### src/rtl/mem_port_arbiter.sv
// Arbitrates one 512x16 synchronous RAM port between two memory pipes (A older than B).
// Optional conflict counter enabled by defining MEMARB_CONFLICT_CNT_EN.
module mem_port_arbiter #(
    parameter int DATA_W = 16,
    parameter int ADDR_W = 9,
    parameter int CNT_W  = 16
) (
    input  logic              clk,
    input  logic              rst,
    input  logic              req_a,
    input  logic              we_a,
    input  logic [ADDR_W-1:0] addr_a,
    input  logic [DATA_W-1:0] wdata_a,
    input  logic              req_b,
    input  logic              we_b,
    input  logic [ADDR_W-1:0] addr_b,
    input  logic [DATA_W-1:0] wdata_b,
    output logic [DATA_W-1:0] rdata_a,
    output logic              rvalid_a,
    output logic [DATA_W-1:0] rdata_b,
    output logic              rvalid_b,
    output logic              stall,
    output logic              ram_en,
    output logic              ram_we,
    output logic [ADDR_W-1:0] ram_addr,
    output logic [DATA_W-1:0] ram_wdata,
    input  logic [DATA_W-1:0] ram_rdata,
    output logic [CNT_W-1:0]  conflict_cnt
);

    typedef enum logic {IDLE, HOLD_B} state_t;

    state_t            state, state_next;
    logic              hold_we;
    logic [ADDR_W-1:0] hold_addr;
    logic [DATA_W-1:0] hold_wdata;
    logic              tag_read, tag_is_b;
    logic [ADDR_W-1:0] last_addr;
    logic [DATA_W-1:0] last_wdata;
    logic [DATA_W-1:0] rdata_a_q, rdata_b_q;

    logic              issue, issue_we, issue_b, capture_b;
    logic [ADDR_W-1:0] issue_addr;
    logic [DATA_W-1:0] issue_wdata;

    always_comb begin
        state_next  = state;
        issue       = 1'b0;
        issue_we    = 1'b0;
        issue_b     = 1'b0;
        issue_addr  = last_addr;
        issue_wdata = last_wdata;
        capture_b   = 1'b0;
        stall       = 1'b0;
        if (!rst) begin
            case (state)
                IDLE: begin
                    if (req_a) begin
                        issue       = 1'b1;
                        issue_we    = we_a;
                        issue_addr  = addr_a;
                        issue_wdata = wdata_a;
                        if (req_b) begin
                            capture_b  = 1'b1;
                            stall      = 1'b1;
                            state_next = HOLD_B;
                        end
                    end else if (req_b) begin
                        issue       = 1'b1;
                        issue_b     = 1'b1;
                        issue_we    = we_b;
                        issue_addr  = addr_b;
                        issue_wdata = wdata_b;
                    end
                end
                // Upstream is frozen here, so the live req_* inputs are only repeats.
                HOLD_B: begin
                    issue       = 1'b1;
                    issue_b     = 1'b1;
                    issue_we    = hold_we;
                    issue_addr  = hold_addr;
                    issue_wdata = hold_wdata;
                    state_next  = IDLE;
                end
                default: state_next = IDLE;
            endcase
        end
    end

    assign ram_en    = issue;
    assign ram_we    = issue & issue_we;
    assign ram_addr  = issue_addr;
    assign ram_wdata = issue_wdata;

    always_ff @(posedge clk) begin
        if (rst) begin
            state      <= IDLE;
            hold_we    <= 1'b0;
            hold_addr  <= '0;
            hold_wdata <= '0;
            tag_read   <= 1'b0;
            tag_is_b   <= 1'b0;
        end else begin
            state    <= state_next;
            tag_read <= issue & ~issue_we;
            tag_is_b <= issue_b;
            if (capture_b) begin
                hold_we    <= we_b;
                hold_addr  <= addr_b;
                hold_wdata <= wdata_b;
            end
        end
    end

    // Address and data lines keep their last driven value while the port is idle.
    always_ff @(posedge clk) begin
        if (issue) begin
            last_addr  <= issue_addr;
            last_wdata <= issue_wdata;
        end
    end

    assign rvalid_a = tag_read & ~tag_is_b & ~rst;
    assign rvalid_b = tag_read &  tag_is_b & ~rst;
    assign rdata_a  = rvalid_a ? ram_rdata : rdata_a_q;
    assign rdata_b  = rvalid_b ? ram_rdata : rdata_b_q;

    always_ff @(posedge clk) begin
        if (rvalid_a) rdata_a_q <= ram_rdata;
        if (rvalid_b) rdata_b_q <= ram_rdata;
    end

`ifdef MEMARB_CONFLICT_CNT_EN
    logic [CNT_W-1:0] cnt_q;

    always_ff @(posedge clk) begin
        if (rst) begin
            cnt_q <= '0;
        end else if (capture_b && (cnt_q != {CNT_W{1'b1}})) begin
            cnt_q <= cnt_q + {{(CNT_W-1){1'b0}}, 1'b1};
        end
    end

    assign conflict_cnt = rst ? '0 : cnt_q;
`else
    assign conflict_cnt = '0;
`endif

endmodule

### config.mk
export PLATFORM = sky130hd
export DESIGN_NAME = mem_port_arbiter
export DESIGN_NICKNAME = d
export VERILOG_FILES = /design/src/rtl/mem_port_arbiter.sv
export SDC_FILE = /design/constraint.sdc
export NUM_CORES = 1
export LEC_CHECK = 0
export BUFFER_PORTS_ARGS = -buffer_cell sky130_fd_sc_hd__buf_2
export CAP_MARGIN = 40
export CORE_MARGIN = 2
export CORE_UTILIZATION = 30
export DETAILED_ROUTE_END_ITERATION = 10
export HOLD_SLACK_MARGIN = 0.03
export PLACE_DENSITY_LB_ADDON = 0.05
export SLEW_MARGIN = 40
export SYNTH_ARGS = -nofsm -noshare
export SYNTH_HDL_FRONTEND = slang
export SYNTH_SLANG_ARGS = --single-unit
### constraint.sdc
create_clock -name clk -period 2.1 [get_ports clk]
set_clock_uncertainty 0.1 [all_clocks]
set_input_delay 0.21 -clock clk [delete_from_list [all_inputs] [get_ports clk]]
set_output_delay 0.21 -clock clk [all_outputs]
set_load 0.03 [all_outputs]
Word level (Yosys, flattened, before mapping) --
Index checks and enable logic that the tools add are counted.
Word-level totals: word-level logic and storage cells 44, register bits after elaboration 86
Operators by class: multiplexer cells 24, bitwise gates (word level) 10
Operators with widths (number):
- two-way mux 16 bit | 5
- case mux 16 bit (2 select lines) | 1
- two-way mux 9 bit | 3
- case mux 9 bit (2 select lines) | 1
- two-way mux 1 bit | 10
- case mux 1 bit (2 select lines) | 4
- bitwise AND 1 bit | 6
- NOT 1 bit | 4

Longest topological paths before layout --
Gate-level depths: netlist of the first run.
depth after elaboration 6, mapped depth 6, depth with buffers taken out 3

Worst setup path after synthesis of the first run --
Ideal clock, no wire load.
kind register to register, start point reg state, end point reg last_addr[0] (enable), required time 1.612 ns, library setup time 0.388 ns, slack 0.075 ns, buffers on the path 2, data arrival time 1.536 ns, stages on the path, launching flop included 6, cell sequence dfxtp_1 > nor3_1 > or2_1 > buf_2 > buf_2 > inv_1
On the way: word-level cells in the longest chain between the ends 3
RTL lines:
- from (decl) | line 33 | state_t state, state_next;
- from (signal assigned) | line 104 | state <= state_next;
- NOT 1 bit
- case mux 1 bit (2 select lines) (*) | line 56 | case (state)
- two-way mux 1 bit (*) | line 55 | if (!rst) begin
- net ram_en | line 23 | output logic ram_en,
- to (signal assigned) | line 118 | last_addr <= issue_addr;
- to (decl) | line 38 | logic [ADDR_W-1:0] last_addr;
Mark *: on every way through the listed nets, which the timed path passes. The rest lies on a longest branch. A chain may end at the register's enable or synchronous reset.

Worst setup path in the final report of the first run --
start point reg state, end point out ram_wdata[10]
On the way: word-level cells in the longest chain between the ends 3
RTL lines:
- NOT 1 bit
- case mux 16 bit (2 select lines) (*) | line 56
- two-way mux 16 bit (*) | line 55
- to (decl) | line 26 | output logic [DATA_W-1:0] ram_wdata,
Every way passes the cells marked *; elsewhere a longest branch is shown, timed or not.

==> impl_metrics.env, run 1 <==
export IMPL_status="complete, no violations"
export IMPL_synth_cell_types=24
export IMPL_synth_edff_count=25
export IMPL_viasPerCell=4.565
export IMPL_powerDensity_nw_per_um2=947.8
export IMPL_totalWireLength_um=9682
export IMPL_slowest_stage="dfxtp_4"
export IMPL_required_ns=1.79
export IMPL_crit_family="buffers and inverters"
export IMPL_track_usage=0.1456
export IMPL_clock_path_buffers=2
export IMPL_core_area_um2=12060
export IMPL_initialDrtViolationCount=147
export IMPL_grt_pass1_vias=3022
export IMPL_antenna_left=0
export IMPL_crit_chain="buf_4 -> buf_4 -> a221o_1 -> a22o_1 -> buf_2"
export IMPL_drtPass1Iterations=4
export IMPL_avgRoutedWirePerCell_um=14.20
export IMPL_fin_ws_ns=0.08539
export IMPL_syn_instance_count=333
export IMPL_die_h_um=115.2
export IMPL_final_layout_size_suffix_gt1_frac=0.3969
export IMPL_synthArstFlopShare=0
export IMPL_cts_tree="yes"
export IMPL_stdcell_count=682
export IMPL_drc_errors=0
export IMPL_hold_path_class="in2reg"
export IMPL_ir_worst_vdd_v=0.0005683
export IMPL_area_growth_pct=43.32
export IMPL_end_kind="primary output"
export IMPL_hold_viol_final=0
export IMPL_path_buf_inv=3
export IMPL_placed_cells=621
export IMPL_insertion_delay_ns=0.34
export IMPL_clock_root_buffer="clkbuf_16"
export IMPL_fin_crit_ns=2.015
export IMPL_top_level_ports=150
export IMPL_finalWeightedCongestion=0.6577
export IMPL_ys_ff_latch=86
export IMPL_clkTransAtPathRegs_ns=0.06
export IMPL_drv_cap=0
export IMPL_dp_hpwl_um=6481
export IMPL_cts_htree_levels=3
export IMPL_grt_max_degree=31
export IMPL_num_rows=40
export IMPL_antenna_found_initial=1
export IMPL_report_final_slew_viol_count=0
export IMPL_r2r_slack_ns=0.47
export IMPL_clkSinkCount=86
export IMPL_path_common_cell="buf_4"
export IMPL_yosysMostFrequentCell="dfxtp_1"
export IMPL_fmax_ghz=0.4964
export IMPL_die_w_um=115.2
export IMPL_p_leak_nw=2.337
export IMPL_cts_made_buffers=9
export IMPL_fin_crit_sh=0.9593
export IMPL_mappedNetlistArea_um2=3709
export IMPL_synth_top_area_share=0.3293
export IMPL_dp_slack_ns=0.07750
export IMPL_io_buffers=133
export IMPL_layout_nets=581
export IMPL_crit_type="reg2out"
export IMPL_diodes=0
export IMPL_arrival_ns=1.70
export IMPL_vias=3113
export IMPL_slew_headroom=0.5278
export IMPL_synth_area_leader_cell="dfxtp_1"
export IMPL_synth_avg_cell_area_um2=11.14
export IMPL_ys_flop_type="dfxtp_1"
export IMPL_rsz0062_at_grt="false"
export IMPL_synth_seq_area_share=0.5317
export IMPL_yosysWarnings=0
export IMPL_netlist_top_cells_area="dfxtp_1, edfxtp_1, mux2_2, a221o_1, a22o_1"
export IMPL_critical_path_max_stage_delay_ns=0.35
export IMPL_crit_fanout=18
export IMPL_grt_pass1_wl_um=14760
export IMPL_startpoint_type="flop"
export IMPL_worst_pin_slew_ns=0.7068
export IMPL_initial_utilization=0.3075
export IMPL_finalSetupViolCount=0
export IMPL_gr_total_overflow=0
export IMPL_synth_commonest_cells="dfxtp_1, mux2_2, inv_1"
export IMPL_dieArea_um2=13270
==> cell usage in the layout (no fill, tap or decap), types with 2 or more instances in the layout <==
cell type | netlist | routed
mux2_1 | 3 | 3
clkinv_2 | 0 | 2
buf_4 | 17 | 17
nor2_1 | 3 | 3
a221o_1 | 25 | 25
o31ai_1 | 26 | 26
mux2_2 | 29 | 29
conb_1 | 1 | 16
edfxtp_1 | 25 | 25
buf_2 | 15 | 132
inv_1 | 28 | 28
nand2_1 | 26 | 26
dlygate4sd3_1 | 0 | 42
a22o_1 | 25 | 25
clkbuf_16 | 0 | 9
buf_12 | 0 | 3
dfxtp_1 | 61 | 59
a21oi_1 | 26 | 26
clkinv_4 | 0 | 2
==> cells by family (layout without fill, tap and decap cells) <==
| family | count (synthesis) | in the layout | synth area share |
|---|---|---|---|
| simple gates | 38 | 38 | 0.05364 |
| other cells | 1 | 16 | 0.001011 |
| mux | 32 | 32 | 0.09716 |
| compound gates | 103 | 103 | 0.2163 |
| buf+inv | 73 | 239 | 0.1002 |
| flops | 86 | 86 | 0.5317 |
==> state kept, by name, indices dropped and copies added (netlist names) <==
name / flops
hold_addr: 9
hold_wdata: 16
hold_we: 1
last_addr: 9
last_wdata: 16
rdata_a_q: 16
rdata_b_q: 16
state: 1
tag_is_b: 1
tag_read: 1
==> where the power goes <==
part	internal [mW]	total, mW	leakage (nW)	switching (mW)
Clock	0.925	1.60	0.146	0.679
Combinational	0.523	1.41	1.44	0.889
Sequential	1.97	2.02	0.751	0.0549
==> metal layers <==
metal  GRT usage  wire, µm  vias to the layer above
met5           0         0                        -
met1      0.1745      4311                     1453
met2      0.2459      4631                      104
met4     0.05301       142                        0
met3     0.04586       595                       10
li1            -         -                     1546
==> worst register-to-register path, delay by kind of cell, from the launching register on <==
family	cells	cell delay [ns]
buffers and inverters	2	0.49
AND/OR/NAND/NOR	2	0.54
AO/OA/AOI/OAI	1	0.07
flip-flops	1	0.35
==> repair_timing <==
| action | in CTS | in global routing |
|---|---|---|
| hold buffers | 42 | 0 |
| setup endpoints to repair | 40 | 17 |
| resized for setup | 3 | 4 |
| gates cloned | 0 | 0 |
| hold endpoints to repair | 58 | 0 |
| setup buffers | 3 | 0 |
==> path summary, 6_finish.rpt <==
path	startpoint	endpoint	depth (start not counted)
setup reg to reg	state	hold_wdata[3]	5
setup / recovery	state	ram_wdata[10]	5
hold / removal	rst	tag_is_b	2
hold reg to reg	rdata_a_q[7]	rdata_a_q[7]	1
==> metrics by stage <==
step                setup TNS, ns  utilization  hold slack, ns  area (µm²)  power, mW
floorplan                       0            -          0.2185        3765      3.033
global placement           -3.283       0.3758          0.3295        4533      3.394
detailed placement              0       0.3762          0.3307        4538      3.411
CTS                             0       0.4395         0.07543        5301      5.124
global route                    0       0.4407          0.1018        5315      5.283
finish                          0       0.4407         0.08422        5315      5.038
==> cell type report <==
type | instances | area [µm²]
clock buffer | 9 | 225.2
clock inverter | 7 | 73.82
fill | 1175 | 6746
timing repair buffer | 195 | 1280
tap | 168 | 210.2
multi-input combinational | 189 | 1444
sequential | 86 | 1977
inverter | 28 | 105.1
Power figures use the tool's default switching activity.
==> run 2: changes to the inputs <==
- PLACE_DENSITY_LB_ADDON: 0.05 -> unset
==> impl_metrics.env, run 2 (synthesis results as in run 1) <==
export IMPL_avgRoutedWirePerCell_um=14.93
export IMPL_final_area_um2=5349
export IMPL_insertion_delay_ns=0.34
export IMPL_final_common_cell="buf_2"
export IMPL_clock_root_buffer="clkbuf_16"
export IMPL_dp_slack_ns=0.08780
export IMPL_gr_total_overflow=0
export IMPL_cts_tree="yes"
export IMPL_fin_crit_ns=2.044
export IMPL_report_final_slew_viol_count=0
export IMPL_startpoint_type="flop"
export IMPL_core_area_um2=12060
export IMPL_required_ns=1.79
export IMPL_drv_cap=0
export IMPL_viasPerCell=4.724
export IMPL_clock_path_buffers=2
export IMPL_grt_pass1_vias=2965
export IMPL_powerDensity_nw_per_um2=958.1
export IMPL_clkSinkCount=86
export IMPL_end_kind="primary output"
export IMPL_cts_made_buffers=9
export IMPL_fin_setup_tns_ns=0
export IMPL_top_level_ports=150
export IMPL_antenna_found_initial=0
export IMPL_status="complete, no violations"
export IMPL_antenna_left=0
export IMPL_placed_cells=618
export IMPL_vias=3212
export IMPL_dpl_cell_area_um2=4516
export IMPL_grt_max_degree=49
export IMPL_hold_ws_ns=0.1009
export IMPL_arrival_ns=1.73
export IMPL_worst_pin_slew_ns=0.7084
export IMPL_die_w_um=115.2
export IMPL_dieArea_um2=13270
export IMPL_total_power_mw=5.125
export IMPL_ir_worst_vdd_v=0.0005210
export IMPL_dp_hpwl_um=6425
export IMPL_fill_cells=1120
export IMPL_totalWireLength_um=10150
export IMPL_finalSetupViolCount=0
export IMPL_finalWeightedCongestion=0.7035
export IMPL_stdcell_count=680
export IMPL_num_rows=40
export IMPL_crit_fanout=8
export IMPL_grt_pass1_wl_um=15100
export IMPL_layout_common_cells="buf_2, dfxtp_1, dlygate4sd3_1, mux2_2, inv_1"
export IMPL_initialDrtViolationCount=158
export IMPL_area_growth_pct=44.23
export IMPL_p_leak_nw=2.348
export IMPL_io_buffers=133
export IMPL_fin_crit_sh=0.9735
export IMPL_hold_path_class="in2reg"
export IMPL_hold_viol_final=0
export IMPL_track_usage=0.1482
export IMPL_final_layout_size_suffix_gt1_frac=0.3965
export IMPL_diodes=0
export IMPL_slew_headroom=0.5267
export IMPL_layout_nets=579
export IMPL_post_route_util=0.4435
export IMPL_clkTransAtPathRegs_ns=0.06
export IMPL_fin_ws_ns=0.05562
export IMPL_die_h_um=115.2
export IMPL_drtPass1Iterations=4
export IMPL_crit_type="reg2out"
export IMPL_cts_htree_levels=3
export IMPL_drc_errors=0
export IMPL_fmax_ghz=0.4891
export IMPL_initial_utilization=0.3075
## run 2: report_power, final
part | leakage (nW) | internal, mW | total (mW) | switching [mW]
Clock | 0.154 | 0.956 | 1.64 | 0.688
Sequential | 0.751 | 1.97 | 2.03 | 0.0641
Combinational | 1.44 | 0.536 | 1.45 | 0.912
Total | 2.35 | 3.46 | 5.12 | 1.66
## run 2: timing repair
| action | CTS | global route |
|---|---|---|
| endpoints found under the setup margin | 33 | 27 |
| hold buffers | 42 | 0 |
| setup buffers | 0 | 2 |
| gates cloned | 0 | 2 |
| hold endpoints to repair | 58 | 0 |
| gates resized for setup | 5 | 11 |
| pin swaps | 0 | 1 |
## run 2: routing by layer
layer	vias to the layer above	GRT usage	wire, µm
li1	1547	-	-
met1	1511	0.1893	4632
met2	145	0.2333	4623
met3	9	0.05957	804
met4	0	0.04016	93
met5	-	0	0
## run 2: worst max-delay path: stages, from the launching register on
cell and delay, ns:
dfxtp_2 0.35, nor3b_4 0.18, buf_4 0.17, clkbuf_16 0.16
mux2_2 0.35, buf_2 0.18
## run 2: area by class of cell
cell class	count	area (µm²)	share of cell area
clock buffer	12	279.0	0.05216
clock inverter	4	32.53	0.006082
inverter	28	105.1	0.01965
multi-input combinational	189	1446	0.2704
sequential	86	1976	0.3694
tap	168	210.2	0.03930
timing repair buffer	193	1300	0.2430
## run 2: worst paths after layout
path                      start       endpoint  slack (ns)  depth (start not counted)
hold / removal              rst       tag_is_b        0.10                          2
setup reg to reg          state  hold_wdata[9]        0.52                          5
setup / recovery       tag_is_b    rdata_a[10]        0.06                          5
hold reg to reg   rdata_a_q[13]  rdata_a_q[13]        0.36                          1
